[src/rtl/ram_pkg.sv]
// Shared constants and types for the dual-port data RAM.
package ram_pkg;

   localparam int RDW_OLD = 0;
   localparam int RDW_NEW = 1;

   typedef enum logic {
      ST_CLEAR = 1'b0,
      ST_RUN   = 1'b1
   } state_e;

   function automatic int nb_of(input int dw);
      return dw / 8;
   endfunction

endpackage

[src/rtl/ram_dp_if.sv]
// Data-bus port bundle of ram_dp: write port, read port and status.
interface ram_dp_if #(
   parameter int DW = 16,
   parameter int AW = 13
);
   import ram_pkg::*;

   localparam int NB = nb_of(DW);

   logic          we;
   logic [NB-1:0] be;
   logic [AW-1:0] waddr;
   logic [DW-1:0] din;
   logic          re;
   logic [AW-1:0] raddr;
   logic [DW-1:0] dout;
   logic          rvalid;
   logic          busy;
   logic          err;

   modport master (
      output we, be, waddr, din, re, raddr,
      input  dout, rvalid, busy, err
   );

   modport slave (
      input  we, be, waddr, din, re, raddr,
      output dout, rvalid, busy, err
   );

endinterface

[src/rtl/ram_dp_core.sv]
// Storage array: byte-enabled write port, synchronous read port, no reset.
module ram_dp_core #(
   parameter int DW = 16,
   parameter int NB = 2,
   parameter int AW = 7
) (
   input  logic          clk,
   input  logic          we,
   input  logic [NB-1:0] be,
   input  logic [AW-1:0] waddr,
   input  logic [DW-1:0] din,
   input  logic          re,
   input  logic [AW-1:0] raddr,
   output logic [DW-1:0] rdata
);

   logic [DW-1:0] mem [0:(1<<AW)-1];
   logic [DW-1:0] rdata_q, rdata_d;

   always_ff @(posedge clk) begin
      if (we) begin
         for (int unsigned i = 0; i < NB; i++) begin
            if (be[i]) mem[waddr][8*i +: 8] <= din[8*i +: 8];
         end
      end
   end

   // Read samples the array before this edge's write lands: old data.
   always_comb begin
      rdata_d = rdata_q;
      if (re) rdata_d = mem[raddr];
   end

   always_ff @(posedge clk) begin
      rdata_q <= rdata_d;
   end

   assign rdata = rdata_q;

endmodule

[src/rtl/ram_dp.sv]
// Dual-port data RAM top: clear engine, range check, RDW bypass, output regs.
module ram_dp
   import ram_pkg::*;
#(
   parameter int DW       = 16,
   parameter int AW       = 13,
   parameter int RAM_AW   = 7,
   parameter int RDW_MODE = RDW_OLD,
   parameter int CLEAR_EN = 1
) (
   input  logic     clk,
   input  logic     rst,
   ram_dp_if.slave  bus
);

   localparam int NB = nb_of(DW);

   state_e            state_q, state_d;
   logic [RAM_AW-1:0] ptr_q, ptr_d;
   logic              rvalid_q, rvalid_d;
   logic              err_q, err_d;
   logic              oor_q, oor_d;
   logic [NB-1:0]     byp_be_q, byp_be_d;
   logic [DW-1:0]     byp_data_q, byp_data_d;
   logic [DW-1:0]     hold_q, hold_d;

   logic              busy, w_oor, r_oor, wr_acc, rd_acc;
   logic              c_we;
   logic [NB-1:0]     c_be;
   logic [RAM_AW-1:0] c_waddr;
   logic [DW-1:0]     c_din, c_rdata, dout_c;

   generate
      if (RAM_AW < AW) begin : g_oor
         assign w_oor = |bus.waddr[AW-1:RAM_AW];
         assign r_oor = |bus.raddr[AW-1:RAM_AW];
      end else begin : g_full
         assign w_oor = 1'b0;
         assign r_oor = 1'b0;
      end
   endgenerate

   assign busy   = (state_q == ST_CLEAR);
   assign wr_acc = bus.we && !busy && !w_oor;
   assign rd_acc = bus.re && !busy && !r_oor;

   // Clear engine owns the write port while busy.
   assign c_we    = busy || wr_acc;
   assign c_be    = busy ? '1 : bus.be;
   assign c_waddr = busy ? ptr_q : bus.waddr[RAM_AW-1:0];
   assign c_din   = busy ? '0 : bus.din;

   ram_dp_core #(
      .DW (DW),
      .NB (NB),
      .AW (RAM_AW)
   ) u_core (
      .clk   (clk),
      .we    (c_we),
      .be    (c_be),
      .waddr (c_waddr),
      .din   (c_din),
      .re    (rd_acc),
      .raddr (bus.raddr[RAM_AW-1:0]),
      .rdata (c_rdata)
   );

   always_comb begin
      state_d = state_q;
      ptr_d   = ptr_q;
      if (state_q == ST_CLEAR) begin
         ptr_d = ptr_q + 1'b1;
         if (ptr_q == '1) state_d = ST_RUN;
      end
   end

   always_comb begin
      rvalid_d   = bus.re && !busy;
      oor_d      = r_oor;
      err_d      = !busy && ((bus.we && w_oor) || (bus.re && r_oor));
      byp_data_d = bus.din;
      byp_be_d   = '0;
      if (RDW_MODE == RDW_NEW && wr_acc && rd_acc &&
          bus.waddr[RAM_AW-1:0] == bus.raddr[RAM_AW-1:0])
         byp_be_d = bus.be;

      // dout is the core word merged with bypass lanes, or the held value.
      dout_c = hold_q;
      if (rvalid_q) begin
         if (oor_q) begin
            dout_c = '0;
         end else begin
            for (int unsigned i = 0; i < NB; i++) begin
               dout_c[8*i +: 8] = byp_be_q[i] ? byp_data_q[8*i +: 8] : c_rdata[8*i +: 8];
            end
         end
      end
      hold_d = dout_c;
   end

   always_ff @(posedge clk) begin
      if (!rst) begin
         state_q    <= (CLEAR_EN != 0) ? ST_CLEAR : ST_RUN;
         ptr_q      <= '0;
         rvalid_q   <= 1'b0;
         err_q      <= 1'b0;
         oor_q      <= 1'b0;
         byp_be_q   <= '0;
         byp_data_q <= '0;
         hold_q     <= '0;
      end else begin
         state_q    <= state_d;
         ptr_q      <= ptr_d;
         rvalid_q   <= rvalid_d;
         err_q      <= err_d;
         oor_q      <= oor_d;
         byp_be_q   <= byp_be_d;
         byp_data_q <= byp_data_d;
         hold_q     <= hold_d;
      end
   end

   assign bus.dout   = dout_c;
   assign bus.rvalid = rvalid_q;
   assign bus.busy   = busy;
   assign bus.err    = err_q;

endmodule

[src/flat_wrapper.sv]
// flat-port wrapper written by rule: the top's interface ports become plain ports
module ram_dp_flat import ram_pkg::*;
#(
   parameter int DW       = 16,
   parameter int AW       = 13,
   parameter int RAM_AW   = 7,
   parameter int RDW_MODE = RDW_OLD,
   parameter int CLEAR_EN = 1
)
  (clk, rst, bus_we, bus_be, bus_waddr, bus_din, bus_re, bus_raddr, bus_dout, bus_rvalid, bus_busy, bus_err);
  ram_dp_if #(.DW(DW), .AW(AW)) bus_i ();
  input  logic clk;
  input  logic rst;
  input wire logic [$bits(bus_i.we)-1:0] bus_we;
  input wire logic [$bits(bus_i.be)-1:0] bus_be;
  input wire logic [$bits(bus_i.waddr)-1:0] bus_waddr;
  input wire logic [$bits(bus_i.din)-1:0] bus_din;
  input wire logic [$bits(bus_i.re)-1:0] bus_re;
  input wire logic [$bits(bus_i.raddr)-1:0] bus_raddr;
  output wire logic [$bits(bus_i.dout)-1:0] bus_dout;
  output wire logic [$bits(bus_i.rvalid)-1:0] bus_rvalid;
  output wire logic [$bits(bus_i.busy)-1:0] bus_busy;
  output wire logic [$bits(bus_i.err)-1:0] bus_err;
  assign bus_i.we = bus_we;
  assign bus_i.be = bus_be;
  assign bus_i.waddr = bus_waddr;
  assign bus_i.din = bus_din;
  assign bus_i.re = bus_re;
  assign bus_i.raddr = bus_raddr;
  assign bus_dout = bus_i.dout;
  assign bus_rvalid = bus_i.rvalid;
  assign bus_busy = bus_i.busy;
  assign bus_err = bus_i.err;
  ram_dp #(.DW(DW), .AW(AW), .RAM_AW(RAM_AW), .RDW_MODE(RDW_MODE), .CLEAR_EN(CLEAR_EN)) u_core (.clk(clk), .rst(rst), .bus(bus_i));
endmodule
[config.mk]
export PLATFORM = sky130hd
export DESIGN_NAME = ram_dp_flat
export DESIGN_NICKNAME = d
export VERILOG_FILES = /design/src/rtl/ram_pkg.sv /design/src/rtl/ram_dp_if.sv /design/src/rtl/ram_dp_core.sv /design/src/rtl/ram_dp.sv /design/src/flat_wrapper.sv
export SDC_FILE = /design/constraint.sdc
export NUM_CORES = 2
export LEC_CHECK = 0
export CAP_MARGIN = 40
export CORE_ASPECT_RATIO = 1.4
export CORE_UTILIZATION = 35
export CTS_CLUSTER_SIZE = 40
export DETAILED_ROUTE_END_ITERATION = 7
export SETUP_SLACK_MARGIN = 0.3
export SYNTH_ARGS = -nofsm -noshare
export SYNTH_HDL_FRONTEND = slang
export SYNTH_SLANG_ARGS = --single-unit
export TNS_END_PERCENT = 10
[constraint.sdc]
create_clock -name clk -period 10.25 [get_ports clk]
set_clock_uncertainty 0.1 [all_clocks]
set_input_delay 1.025 -clock clk [delete_from_list [all_inputs] [get_ports clk]]
set_output_delay 1.025 -clock clk [all_outputs]
set_load 0.02 [all_outputs]
# Word-level counts from Yosys, hierarchy flattened
# Memories as Yosys holds them, arrays and structs flattened. A register that Yosys moved wholly into a read port is not among the register bits.
# Cells that the tools add are included.
dict set report op_classes {
  n_addsub 1
  n_eq_ne 1
  mux 13
  bitwise 1
  n_reduce_logical 13
}
# cell n
set ops {}
lappend ops {{$mux 16} 3}
lappend ops {{$reduce_or 6->1} 2}
lappend ops {{$mux 1} 8}
lappend ops {{$add 7x1->7 const B} 1}
lappend ops {{$eq 7x7->1 const B} 1}
lappend ops {{$logic_and 1x1->1} 7}
lappend ops {{$mux 7} 1}
lappend ops {{$logic_not 1->1} 2}
lappend ops {{$logic_or 1x1->1} 2}
lappend ops {{$mux 2} 1}
lappend ops {{$not 1->1} 1}
dict set report word_totals {
  regBits 27
  mem_bits_rw 2048
  input_bits 48
  out_inout_bits 19
  memories 1
}
# memory words width rd rd_clocked_by_memory_dff write_ports line
set mem_list {}
lappend mem_list {u_core.u_core.mem 128 16 1 1 1 ram_dp_core.sv:17} ;# logic [DW-1:0] mem [0:(1<<AW)-1];

# Longest topological paths before layout
dict set report logic_depth {
  ltp_word 6
  ltp_mapped 7
}

# Modules after synthesis
# Synthesis repeated with hierarchy kept, for this count alone.
dict set report unflattened {
  cells_unflattened 3401
  area_unflattened_um2 80614.8
}
# module instances cells_per_inst area_per_inst_um2 seq_area_each_um2
set modules_own_cells {}
lappend modules_own_cells {ram_dp_core 1 3236 79226.0 61979.4}
lappend modules_own_cells {ram_dp 1 165 1388.8 540.5}

# Worst setup path before layout
# No wires, ideal clock.
dict set report synth_path {
  path_kind {input to register}
  start {input port bus_raddr[0]}
  end {register u_core.u_core.rdata_q[0] (netlist: u_core.u_core.rdata[0]) (read register of u_core.u_core.mem), data pin}
  setup_ps 260
  arrival_time_ps 3400
  required_time_ps 9890
  slack_ps 6491
  cell_stages 6
  n_path_buf 2
  path_cell_list {buf_2 > buf_1 > mux4_2 > mux4_2 > mux4_2 > mux2_2}
}
# item line
set synth_rtl {}
lappend synth_rtl {{start: declaration} flat_wrapper.sv:19} ;# input wire logic [$bits(bus_i.raddr)-1:0] bus_raddr;
lappend synth_rtl {{end: declaration} ram_dp_core.sv:18} ;# logic [DW-1:0] rdata_q, rdata_d;

==> results.json <==
{
  "r2r_start": "u_core.state_q$_SDFF_PN0_",
  "max-clock-path-buffers": 4,
  "fin_tns_setup_ps": 0,
  "min_path_type": "flop to flop",
  "path_buf_inv": 3,
  "crit_family": "multiplexers",
  "vdd_drop_max_mv": 0.128,
  "ys.flop_type": "edfxtp_1",
  "syn_area_sq_um": 81000,
  "syn_inst": 3434,
  "worstHoldStart": "u_core.ptr_q[0]$_SDFFE_PN0N_",
  "synthToLayoutAreaGrowth_pct": 15.4,
  "hold_ws_ps": 437,
  "antenna_left": 0,
  "syn-num-nets": 3483,
  "end_kind": "flop",
  "powerDensity_nw_per_um2": 183,
  "drc": 0,
  "dr_wl_met3_um": 12400,
  "async_flop_share_pct": 0,
  "clk_root_buffer_cell": "clkbuf_16",
  "r2r_cells": 7,
  "path_cells": "buf_8, buf_12, buf_4, mux4_2, mux4_2, mux4_2, mux2_2",
  "grt_start_max_net_pins": 129,
  "p_leak_nw": 28.3,
  "routedWlPerCell_um": 27.6,
  "cp_slowest_stage_delay_ps": 790,
  "cts_hold_buffers": 0,
  "syn_avg_cell_area_sq_um": 23.6,
  "ys_warn_count": 0,
  "setup_violations": 0,
  "synth_edf_count": 2064,
  "seq_area_sq_um": 62500,
  "criticalPathCategory": "input port to flop",
  "grt_pass1_wl_um": 280000,
  "start_kind": "input port",
  "ys_types": 41,
  "holdPathEnd": "u_core.ptr_q[0]$_SDFFE_PN0N_",
  "clk_transition_reported_paths_ps": 70,
  "max_cap_violations": 0,
  "place_congestion": 0.774,
  "highest_layer": "met5",
  "routed_wl_um": 193000,
  "hold_depth": 2,
  "min_period_over_period_pct": 42.2,
  "cts.sinks": 2091,
  "die_area_sq_um": 233000,
  "crit_top_cell": "mux4_2",
  "clock_latency_ps": 810,
  "crit_slowest_cell": "buf_4",
  "htree_levels": 4,
  "io_buffers": 66,
  "crit_required_ps": 10710,
  "std_cell_rows": 208,
  "yosysSeqAreaShare_pct": 77.2,
  "vias": 37100,
  "arrival_ps": 4780,
  "wl_met2_um": 98400,
  "status": "finished clean",
  "die_x_um": 408,
  "core_sq_um": 230000,
  "slew_headroom_pct": 32.7,
  "reg2reg_to": "u_core.u_core.mem[29][9]$_DFFE_PP_",
  "cts_tree": "yes",
  "numCtsBuffers": 195,
  "rrSetupSlack_ps": 6500,
  "rsz0062_at_grt": "no",
  "nFillCells": 19900,
  "grt_pass1_vias": 38900,
  "cts_resized": 0,
  "finalCriticalPeriod_ps": 4320,
  "cts_setup_buffers": 0,
  "hpwl_um": 116000,
  "worstPathMaxFanout": 128,
  "drtIter0Drc": 3520,
  "slew_violations": 0,
  "grtUsageTotal_pct": 16.5,
  "io-pin-count": 67,
  "worst_slew_pin_slew_ps": 1010,
  "fin_util_pct": 40.7,
  "hold_viol_final": 0,
  "grt_overflow": 0,
  "drive_gt1_share_pct": 33.7,
  "fmax_mhz": 231,
  "die_y_um": 571,
  "finalNetCount": 3848,
  "grt_antenna_before_repair": 8,
  "multi_input_area_sq_um": 17600,
  "viasPerCell": 5.31,
  "initial_utilization_pct": 35.3,
  "wl_met1_um": 75800,
  "dr.pass1.iters": 5,
  "ys_ff_latch": 2091
}
## cells by family (layout without fill, tap and decap cells)
group / Yosys count / in the layout / share of synthesized area (%)
flip-flops: 2091 / 2091 / 77.2
multiplexers: 689 / 689 / 18.9
AND/OR/NAND/NOR: 367 / 367 / 2.29
buffers and inverters: 245 / 751 / 1.23
AO/OA/AOI/OAI: 37 / 37 / 0.270
XOR/XNOR: 4 / 4 / 0.0433
adder cells (fa/ha/maj): 1 / 1 / 0.0155
other: 0 / 2 / 0
## layer usage
metal | vias up | GRT usage, %
met4 | 6 | 5.34
li1 | 15500 | -
met1 | 20000 | 21.2
met3 | 302 | 2.99
met5 | - | 0
met2 | 1296 | 28.2
## flip-flops by register name, summed over array words and instances, names as in the netlist
name / flops
u_core.u_core.mem: 2048
u_core.hold_q: 16
u_core.u_core.rdata: 16
u_core.ptr_q: 7
u_core.bus.err: 1
u_core.bus.rvalid: 1
u_core.oor_q: 1
u_core.state_q: 1
## cells in the final DEF, fill, tap and decap left out, drive strengths merged, types with 3 or more instances in the layout
cell type and n:
edfxtp 2064, mux4 672, buf 330, nor3 259, clkbuf 231, clkinv 79
clkdlybuf4s50 60, nand2 40, and2 38, dfxtp 27, inv 24, o21ai 22
bufinv 20, mux2 16, nor2 9, clkinvlp 6, nor2b 4, a21oi 4
nand4 3, xnor2 3
## power by group
group | switching, mW | internal (mW) | total, mW | leakage [nW]
combinational | 0.390 | 0.288 | 0.678 | 6.63
clock | 3.07 | 4.05 | 7.12 | 3.03
sequential | 0.00846 | 9.27 | 9.28 | 18.6
## tightest hold or removal path, cell delays in order (launching register included)
cell     delay, ps
dfxtp_1        350
nor2_1         100
nor3b_1         50
## how the worst max path moves through the flow
stage / cells past startpoint / start / slack [ps] / to
after floorplan: 6 / bus_raddr[0] / 6490 / u_core.u_core.rdata[0]$_DFFE_PP_
after global placement: 6 / bus_waddr[10] / 4930 / u_core.u_core.mem[117][5]$_DFFE_PP_
after detailed placement: 7 / bus_raddr[2] / 5060 / u_core.u_core.rdata[3]$_DFFE_PP_
after CTS: 7 / bus_raddr[2] / 5940 / u_core.u_core.rdata[5]$_DFFE_PP_
after global routing: 7 / bus_raddr[2] / 5860 / u_core.u_core.rdata[5]$_DFFE_PP_
final: 7 / bus_raddr[2] / 5930 / u_core.u_core.rdata[3]$_DFFE_PP_
## stage by stage
step | instances | area, sq um | total power [mW] | setup WS (ps)
6_report | 6987 | 93500 | 17.1 | 5930
2_1_floorplan | 3434 | 81000 | 9.89 | 6490
5_1_grt | 6986 | 93400 | 17.5 | 5860
3_3_place_gp | 6505 | 86200 | 10.1 | 4930
3_5_place_dp | 6634 | 87200 | 10.2 | 5060
4_1_cts | 6972 | 93400 | 17.2 | 5940
## area by class of cell
type / count / share of cell area (%)
tap: 3045 / 4.08
inverter: 21 / 0.0843
clock buffer: 230 / 5.45
clock inverter: 108 / 1.17
multi-input combinational: 1098 / 18.9
sequential: 2091 / 66.9
antenna: 2 / 0.00536
timing repair buffer: 392 / 3.46
## cell usage after synthesis, types with 3 or more instances
cell type / n / share of area (%)
a21oi_1: 4 / 0.025
and2_1: 38 / 0.29
buf_1: 27 / 0.13
buf_2: 52 / 0.32
clkbuf_1: 143 / 0.66
dfxtp_1: 27 / 0.67
edfxtp_1: 2064 / 77
inv_1: 20 / 0.093
mux2_2: 16 / 0.22
mux4_2: 672 / 19
nand2_1: 40 / 0.19
nand4_1: 3 / 0.023
nor2_1: 9 / 0.042
nor2b_1: 4 / 0.031
nor3_1: 259 / 1.6
o21ai_0: 22 / 0.14
xnor2_1: 3 / 0.032
Note: power is estimated with default switching activity, not from simulation.
